<file path="config.mk">
export PLATFORM = sky130hd
export DESIGN_NAME = lsu_ctrl
export DESIGN_NICKNAME = d
export VERILOG_FILES = /design/src/rtl/cpu_pkg.sv /design/src/rtl/load_align.sv /design/src/rtl/lsu_ctrl.sv
export SDC_FILE = /design/constraint.sdc
export NUM_CORES = 1
export LEC_CHECK = 0
export CORE_ASPECT_RATIO = 1.75
export CORE_MARGIN = 2
export CORE_UTILIZATION = 44
export DETAILED_ROUTE_END_ITERATION = 16
export GPL_ROUTABILITY_DRIVEN = 0
export GPL_TIMING_DRIVEN = 0
export HOLD_SLACK_MARGIN = 0.02
export PLACE_DENSITY = 0.81
export SKIP_LAST_GASP = 1
export SLEW_MARGIN = 20
export SYNTH_ARGS = -nofsm -noshare
export SYNTH_HDL_FRONTEND = slang
export SYNTH_HIERARCHICAL = 1
export SYNTH_SLANG_ARGS = --single-unit
</file>
<file path="constraint.sdc">
create_clock -name clk -period 3.19 [get_ports clk]
set_input_delay 0.957 -clock clk [delete_from_list [all_inputs] [get_ports clk]]
set_output_delay 0.957 -clock clk [all_outputs]
set_load 0.1 [all_outputs]
</file>
<file path="src/rtl/cpu_pkg.sv">
// Shared CPU types for the MEM-stage load/store controller and its helpers.
package cpu_pkg;

   typedef enum logic [1:0] {IDLE, REQ, WAIT, DONE} lsu_state_t;
   typedef enum logic [1:0] {SZ_B, SZ_H, SZ_W} lsu_size_t;

   localparam logic [3:0] WSTRB_ALL = 4'b1111;

   // Halfwords need an even address, words a 4-byte aligned one
   function automatic logic is_misaligned(input lsu_size_t size, input logic [1:0] off);
      return ((size == SZ_H) && off[0]) || ((size == SZ_W) && (off != 2'b00));
   endfunction

endpackage

</file>
<file path="src/rtl/load_align.sv">
// Lane-selects read data by byte offset and sign/zero-extends it to 32 bits.
module load_align
   import cpu_pkg::*;
(
   input  logic [31:0] rdata,
   input  logic [1:0]  offset,
   input  lsu_size_t   size,
   input  logic        zero_ext,
   output logic [31:0] result
);

   logic [31:0] lane;

   assign lane = rdata >> {offset, 3'b000};

   always_comb begin
      result = lane;
      case (size)
         SZ_B:    result = {{24{~zero_ext & lane[7]}}, lane[7:0]};
         SZ_H:    result = {{16{~zero_ext & lane[15]}}, lane[15:0]};
         default: result = lane;
      endcase
   end

endmodule

</file>
<file path="src/rtl/lsu_ctrl.sv">
// MEM-stage load/store sequencer: turns decoder memory bits into one handshaked
// data-memory transaction and stalls the pipeline until it completes.
module lsu_ctrl
   import cpu_pkg::*;
(
   input  logic        clk,
   input  logic        rst_n,
   input  logic        read_mem,
   input  logic        write_mem,
   input  logic        memout_low_byte,
   input  logic        memout_half_word,
   input  logic        padding_zero,
   input  logic        memin_low_byte,
   input  logic        memin_half_word,
   input  logic [31:0] addr,
   input  logic [31:0] store_data,
   input  logic        flush,
   output logic        mem_req,
   input  logic        mem_ready,
   output logic        mem_we,
   output logic [31:0] mem_addr,
   output logic [3:0]  mem_wstrb,
   output logic [31:0] mem_wdata,
   input  logic        mem_resp_valid,
   input  logic [31:0] mem_rdata,
   output logic        stall,
   output logic [31:0] load_data,
   output logic        load_valid,
   output logic        misalign,
   output logic        req_conflict
);

   lsu_state_t  state, state_next;
   lsu_size_t   size_d, size_q;
   logic [1:0]  off_q;
   logic        zext_q;
   logic        abort_q;
   logic        req_any;
   logic        misaligned;
   logic        start;
   logic [3:0]  wstrb_d;
   logic [31:0] wdata_d;
   logic [31:0] aligned;

   assign req_any = read_mem | write_mem;

   // A simultaneous read and write is treated as a write
   always_comb begin
      size_d  = SZ_W;
      wstrb_d = 4'b0000;
      wdata_d = store_data;
      if (write_mem) begin
         if (memin_half_word)     size_d = SZ_H;
         else if (memin_low_byte) size_d = SZ_B;
      end else begin
         if (memout_half_word)     size_d = SZ_H;
         else if (memout_low_byte) size_d = SZ_B;
      end
      case (size_d)
         SZ_B: begin
            wdata_d = {4{store_data[7:0]}};
            wstrb_d = 4'b0001 << addr[1:0];
         end
         SZ_H: begin
            wdata_d = {2{store_data[15:0]}};
            wstrb_d = addr[1] ? 4'b1100 : 4'b0011;
         end
         default: begin
            wdata_d = store_data;
            wstrb_d = WSTRB_ALL;
         end
      endcase
      if (!write_mem) wstrb_d = 4'b0000;
   end

   assign misaligned = is_misaligned(size_d, addr[1:0]);
   assign start      = (state == IDLE) & req_any & ~flush & ~misaligned;

   always_comb begin
      state_next   = state;
      stall        = 1'b0;
      load_valid   = 1'b0;
      misalign     = 1'b0;
      req_conflict = 1'b0;
      case (state)
         IDLE: begin
            stall        = start;
            misalign     = req_any & ~flush & misaligned;
            req_conflict = read_mem & write_mem & ~flush;
            if (start) state_next = REQ;
         end
         REQ: begin
            stall = 1'b1;
            if (mem_ready)  state_next = WAIT;
            else if (flush) state_next = IDLE;
         end
         WAIT: begin
            stall = 1'b1;
            if (mem_resp_valid) state_next = DONE;
         end
         DONE: begin
            load_valid = ~mem_we & ~abort_q;
            state_next = IDLE;
         end
         default: state_next = IDLE;
      endcase
   end

   load_align u_load_align (
      .rdata    (mem_rdata),
      .offset   (off_q),
      .size     (size_q),
      .zero_ext (zext_q),
      .result   (aligned)
   );

   // Request fields are captured once at launch so they hold steady during REQ
   always_ff @(posedge clk or negedge rst_n) begin
      if (!rst_n) begin
         state     <= IDLE;
         mem_req   <= 1'b0;
         mem_we    <= 1'b0;
         mem_addr  <= 32'h0;
         mem_wstrb <= 4'h0;
         mem_wdata <= 32'h0;
         load_data <= 32'h0;
         size_q    <= SZ_B;
         off_q     <= 2'b00;
         zext_q    <= 1'b0;
         abort_q   <= 1'b0;
      end else begin
         state   <= state_next;
         mem_req <= (state_next == REQ);
         if (start) begin
            mem_we    <= write_mem;
            mem_addr  <= {addr[31:2], 2'b00};
            mem_wstrb <= wstrb_d;
            mem_wdata <= wdata_d;
            size_q    <= size_d;
            off_q     <= addr[1:0];
            zext_q    <= padding_zero;
            abort_q   <= 1'b0;
         end
         if (((state == REQ) && flush && mem_ready) || ((state == WAIT) && flush))
            abort_q <= 1'b1;
         if ((state == WAIT) && mem_resp_valid && !mem_we)
            load_data <= aligned;
      end
   end

endmodule

</file>
==> results of run 1 <==
-- stage by stage --
| stage | hold slack (ps) | instances | setup TNS (ps) |
|---|---|---|---|
| floorplan | 491 | 421 | -890 |
| global placement | 478 | 795 | -320420 |
| detailed placement | 480 | 796 | -4340 |
| CTS | 497 | 818 | -230 |
| global route | 520 | 823 | -32.8 |
| finish | 507 | 823 | 0 |
-- flip-flops by register name, indices dropped and copies added, names as in the netlist --
name and flops:
load_data 32, state 2, abort_q 1, size_q 2, mem_req 1, mem_wstrb 4
mem_wdata 32, mem_addr 30, zext_q 1, off_q 2, mem_we 1
-- per-layer routing --
layer | vias to the layer above | track usage [%]
li1 | 2005 | -
met1 | 2161 | 23.1
met2 | 190 | 44.2
met3 | 47 | 5.58
met4 | 0 | 12.7
met5 | - | 0
-- cell families (layout without fill, tap and decap cells) --
group	count (synthesis)	count (layout)	synth area share [%]
AOI/OAI and AO/OA	82	82	11.7
xor gates and xnor gates	3	3	0.480
adders and majority gates	5	5	1.14
buffers and inverters	36	272	4.21
DFF	108	108	49.4
muxes	135	135	27.8
other	1	3	0.0685
and+or+nand+nor	50	50	5.24
-- cell usage in the layout, fill, tap and decap left out, types with 9 or more instances in the layout --
master / instances
a21oi_1: 24
buf_4: 20
clkbuf_16: 9
clkdlybuf4s50_1: 197
dfrtp_1: 108
mux2_2: 106
mux2i_1: 21
nor2b_1: 9
o22ai_1: 9
or2_2: 9
-- final timing paths --
path / start / endpoint / depth (start not counted)
hold / removal: mem_wdata[0] / mem_wdata[0] / 1
setup / recovery: write_mem / stall / 7
max in group asynchronous: rst_n / mem_addr[19] / 2
hold reg to reg: mem_wdata[0] / mem_wdata[0] / 1
min in group asynchronous: rst_n / mem_req / 1
setup reg to reg: state[1] / mem_addr[28] / 9
-- repair_timing --
item | 4_1_cts | 5_1_grt
hold buffers | 0 | 0
endpoints found under the setup margin | 4 | 3
pin swaps | 2 | 3
resized for setup | 37 | 10
buffers inserted | 6 | 5
-- area by class of cell --
type	instances	area (sq um)	share of cell area, %
flip-flops and latches	108	2700	32.8
plain buffers	28	196	2.39
multi-input cells	277	2610	31.6
inverters	7	26.3	0.319
well taps	165	206	2.51
repair buffers	221	2210	26.8
clock inverters	5	35.0	0.425
diodes	1	2.50	0.0304
clock buffers	11	253	3.07
-- worst max-delay path: stages --
cell      delay [ps]
clkbuf_2         130
mux2i_4          200
a21o_4           200
a21o_1           180
buf_6            170
a21oi_4          160
buf_12           190
==> flow_metrics.py, run 1 <==
metrics = {
    "die": {
        "row_count": 53,
        "coreArea_sq_um": 12100,
        "start_util_pct": 45.3,
        "die_area_sq_um": 13400,
        "die_w_um": 88.3,
        "die_y_um": 152,
        "io_pins": 214,
    },
    "sta": {
        "rsz0062_at_grt": "yes",
        "slew_viol_final": 0,
        "worst_pin_slew_ps": 1030,
        "setup_violations": 0,
        "fin_crit_ps": 3160,
        "period_share_pct": 98.9,
        "worst_slack_ps": 34.6,
        "skew_ps": 11.8,
        "final-hold-violation-count": 0,
        "fmax_ghz": 0.317,
        "slew_headroom_pct": 31.2,
    },
    "placement": {
        "placed_area_sq_um": 7810,
        "portBuffers": 209,
        "hpwl_mm": 12.3,
        "place_ws_ps": -1660,
    },
    "drt": {
        "drtPass1Iterations": 4,
        "routedWlPerCell_um": 19.3,
        "drt_iter0_drc": 108,
        "wl_met3_um": 899,
        "vias_per_cell": 5.35,
        "routed_wl_mm": 15.9,
        "wl_met2_mm": 8.84,
        "drc": 0,
        "postRouteAntennaNets": 0,
        "wl_met1_mm": 5.38,
        "top_layer": "met4",
        "num_vias": 4403,
    },
    "global_route": {
        "grt_max_degree": 59,
        "grt_use_total_pct": 23.6,
        "grt_pass1_wl_mm": 24.1,
        "grt_overflow": 0,
        "antenna_found_initial": 1,
        "grt_pass1_vias": 4860,
    },
    "synthesis": {
        "synth.top_cells.by_count": "108 x dfrtp_1, 106 x mux2_2, 25 x a21oi_1",
        "netlist_instances": 420,
        "synth_ff_type": "dfrtp_1",
        "ys_seq_elements": 108,
        "synth_cell_types": 46,
        "synth_edf_count": 0,
        "synth_top_area_share_pct": 49.4,
        "synth_area_leaders": "dfrtp_1 49%, mux2_2 22%, mux2i_1 4.0%",
        "synthArstFlopShare_pct": 100,
        "syn_avg_cell_area_sq_um": 13.0,
        "yosysTopAreaCell": "dfrtp_1",
        "yosysWarningCount": 6,
        "synth.most_common_cell": "dfrtp_1",
        "syn-cell-area_sq_um": 5470,
        "synth.yosys.seq_area_share_pct": 49.4,
    },
    "final_layout": {
        "design_area_sq_um": 8240,
        "layout-drive-gt1-share_pct": 29.2,
        "layout-area-overhead-vs-synth_pct": 50.5,
        "finalNetCount": 765,
        "fin_util_pct": 68.2,
        "fillCellCount": 937,
    },
    "run_status": {
        "status": "finished, final reports clean",
    },
    "worst_setup_path": {
        "crit_fanout": 18,
        "crit_path_end_kind": "output pin",
        "crit_type": "in -> out",
        "critPathArrivalTime_ps": 2200,
        "startpoint_type": "input port",
        "worstPathRequired_ps": 2230,
        "rrSetupSlack_ps": 970,
    },
    "clock_network": {
        "clk_pin_slew_ps": 70,
        "cts.sinks": 108,
        "clock-root-buffer": "clkbuf_16",
        "htree_levels": 3,
        "cts_inserted_buffers": 9,
        "cts_tree": "built",
        "clk_latency_ps": 340,
        "ctsLongestPathBuffers": 2,
    },
    "flow_run": {
        "drv_cap": 0,
    },
    "worst_hold_path": {
        "holdCritPathClass": "reg -> reg",
    },
}
Power of run 1 is not shown: default switching activity piles up to over one toggle a cycle in this logic, so the estimate is an artifact.
==> run 2, diff against run 1 <==
--- a/config.mk
+++ b/config.mk
@@ -5,6 +5,7 @@
 export SDC_FILE = /design/constraint.sdc
 export NUM_CORES = 1
 export LEC_CHECK = 0
+export ABC_AREA = 1
 export CORE_ASPECT_RATIO = 1.75
 export CORE_MARGIN = 2
 export CORE_UTILIZATION = 44
@@ -12,7 +13,7 @@
 export GPL_ROUTABILITY_DRIVEN = 0
 export GPL_TIMING_DRIVEN = 0
 export HOLD_SLACK_MARGIN = 0.02
-export PLACE_DENSITY = 0.81
+export PLACE_DENSITY = 0.8
 export SKIP_LAST_GASP = 1
 export SLEW_MARGIN = 20
 export SYNTH_ARGS = -nofsm -noshare
==> run 2 against run 1 <==
  * Hold slack worse by 25 ps
  * Count of clock-buffer cells in the layout shrank 2
  * Setup slack got worse by 15 ps
  * Largest cell class unchanged
  * Critical path type unchanged
  * Critical endpoint unchanged
  * First-iteration DRC count grew to 2.5 times the previous value
==> flow_metrics.py, run 2 <==
metrics = {
    "run_status": {
        "status": "finished, final reports clean",
    },
    "final_layout": {
        "final_cell_mix": "294 x nand2_1, 199 x clkdlybuf4s50_1, 108 x dfrtp_1",
        "design_area_sq_um": 8310,
        "finalNetCount": 1003,
        "layout-drive-gt1-share_pct": 15.3,
        "fin_util_pct": 66.8,
        "layout-area-overhead-vs-synth_pct": 49.6,
        "diodes": 0,
        "mostFrequentLayoutCell": "nand2_1",
        "reg.largest.list": "load_data x32, mem_wdata x32, mem_addr x30",
    },
    "worst_setup_path": {
        "critPathSlowestCell": "clkdlybuf4s50_1",
        "crit_fanout": 3,
        "rr_endpoint": "mem_wstrb[2]",
        "crit_family": "buffers and inverters",
        "startpoint_type": "input port",
        "crit_path_end_kind": "output pin",
        "r2r_cells": 10,
        "critPathArrivalTime_ps": 2210,
        "rrSetupSlack_ps": 1190,
        "cpPeakStageDelay_ps": 440,
        "crit_chain": "clkdlybuf4s50_1, nor2_2, nor2_4, nand3_4, clkinv_8, o21a_4, buf_12",
        "worstPathRequired_ps": 2230,
        "crit_type": "in -> out",
        "crit_buf_inv": 3,
        "r2r-start": "state[0]",
    },
    "global_route": {
        "use_met1_pct": 27.4,
        "grt_use_met2_pct": 47.5,
        "busiest_layer": "met2",
        "grt_use_total_pct": 25.7,
        "grt_pass1_wl_mm": 27.0,
        "grt_max_degree": 67,
        "antenna_found_initial": 0,
        "grt_overflow": 0,
        "use_met3_pct": 4.50,
        "grt_pass1_vias": 5348,
    },
    "placement": {
        "placed_area_sq_um": 7930,
        "hpwl_mm": 13.0,
        "place_ws_ps": -1390,
        "portBuffers": 211,
    },
    "die": {
        "start_util_pct": 44.7,
        "row_count": 54,
        "io_pins": 214,
        "coreArea_sq_um": 12400,
        "die_area_sq_um": 13600,
        "die_w_um": 88.9,
        "die_y_um": 153,
    },
    "worst_hold_path": {
        "holdCritPathClass": "reg -> reg",
        "hold_depth": 2,
        "hp-start": "mem_wdata[31]",
        "holdPathEnd": "mem_wdata[31]",
    },
    "sta": {
        "worst_pin_slew_ps": 1040,
        "fin_crit_ps": 3170,
        "slew_headroom_pct": 30.8,
        "final-hold-violation-count": 0,
        "setup_violations": 0,
        "timing.setup.tns_ps": 0,
        "skew_ps": 8.12,
        "worst_slack_ps": 19.8,
        "slew_viol_final": 0,
        "period_share_pct": 99.4,
        "fmax_ghz": 0.315,
    },
    "clock_network": {
        "clk_latency_ps": 350,
        "ctsLongestPathBuffers": 2,
        "htree_levels": 3,
        "cts_inserted_buffers": 9,
        "cts_tree": "built",
        "clock-root-buffer": "clkbuf_16",
        "cts.sinks": 108,
        "holdBufCountCts": 0,
        "clk_pin_slew_ps": 70,
    },
    "synthesis": {
        "yosysTopAreaCell": "dfrtp_1",
        "synth.most_common_cell": "nand2_1",
        "synth.top_cells.by_count": "297 x nand2_1, 108 x dfrtp_1, 38 x inv_1",
        "synth_cell_types": 34,
        "yosysWarningCount": 6,
        "ys_seq_elements": 108,
        "synth_top_area_share_pct": 48.6,
        "synth_ff_type": "dfrtp_1",
        "synth.yosys.seq_area_share_pct": 48.6,
        "netlist_instances": 660,
        "synth_edf_count": 0,
        "syn-cell-area_sq_um": 5560,
        "synthArstFlopShare_pct": 100,
        "syn_avg_cell_area_sq_um": 8.42,
        "synth_area_leaders": "dfrtp_1 49%, nand2_1 20%, mux2_2 6.5%",
    },
    "drt": {
        "num_vias": 5297,
        "routedWlPerCell_um": 16.3,
        "drtPass1Iterations": 5,
        "vias_per_cell": 4.98,
        "drt_iter0_drc": 271,
        "drc": 0,
        "routed_wl_mm": 17.3,
        "postRouteAntennaNets": 0,
    },
    "flow_run": {
        "drv_cap": 0,
    },
}
## run 2: cell count changes after synthesis, moves of 22 or more
cell     previous run  this run
nand2_1             6       297
mux2_2            106        32
inv_1               7        38
o21ai_0             2        30
nand3_1             0        23
mux2i_1            22         0
## run 2: worst max path at each step
stage | from | end | slack [ps] | depth (start not counted)
finish | read_mem | stall | 20 | 7
global route | read_mem | stall | -30 | 7
CTS | flush | stall | -110 | 8
detailed placement | write_mem | stall | -1390 | 10
global placement | rst_n | load_data[21] | -3070 | 1
floorplan | memout_half_word | misalign | -560 | 4
## run 2: timing repair
action,in CTS,in global routing
buffers inserted,3,4
endpoints found under the setup margin,4,3
pin swaps,3,8
resized for setup,28,17
## run 2: logic make-up (layout without fill, tap and decap cells)
| family | Yosys count | in the layout | synth area share [%] |
|---|---|---|---|
| and+or+nand+nor | 365 | 365 | 28.2 |
| muxes | 32 | 32 | 6.49 |
| AOI/OAI and AO/OA | 69 | 69 | 7.52 |
| adders and majority gates | 5 | 5 | 1.13 |
| DFF | 108 | 108 | 48.6 |
| other | 1 | 2 | 0.0675 |
| buffers and inverters | 80 | 314 | 7.95 |
## run 2: metrics by stage
step | hold slack [ps] | instances
2_1_floorplan | 473 | 661
3_3_place_gp | 461 | 1040
3_5_place_dp | 464 | 1041
4_1_cts | 484 | 1059
5_1_grt | 498 | 1063
6_report | 482 | 1063
## run 2: tightest hold or removal path: cells and delay by family (launching register included)
| family | cells | cell delay, ps |
|---|---|---|
| flops | 1 | 350 |
| simple gates | 2 | 100 |
## run 2: final cells by class
type | instances | area, sq um
repair buffers | 219 | 2200
multi-input cells | 473 | 2460
clock inverters | 7 | 60.1
flip-flops and latches | 108 | 2700
fillers | 1024 | 4120
well taps | 168 | 210
plain buffers | 37 | 273
clock buffers | 9 | 225
inverters | 42 | 170
## run 2: routing by layer
layer	wire length [um]	vias up
met2	9470	223
met3	1050	45
met5	0	-
met1	6030	2480
li1	-	2549
met4	721	0
Power of run 2 is left out for the same reason.
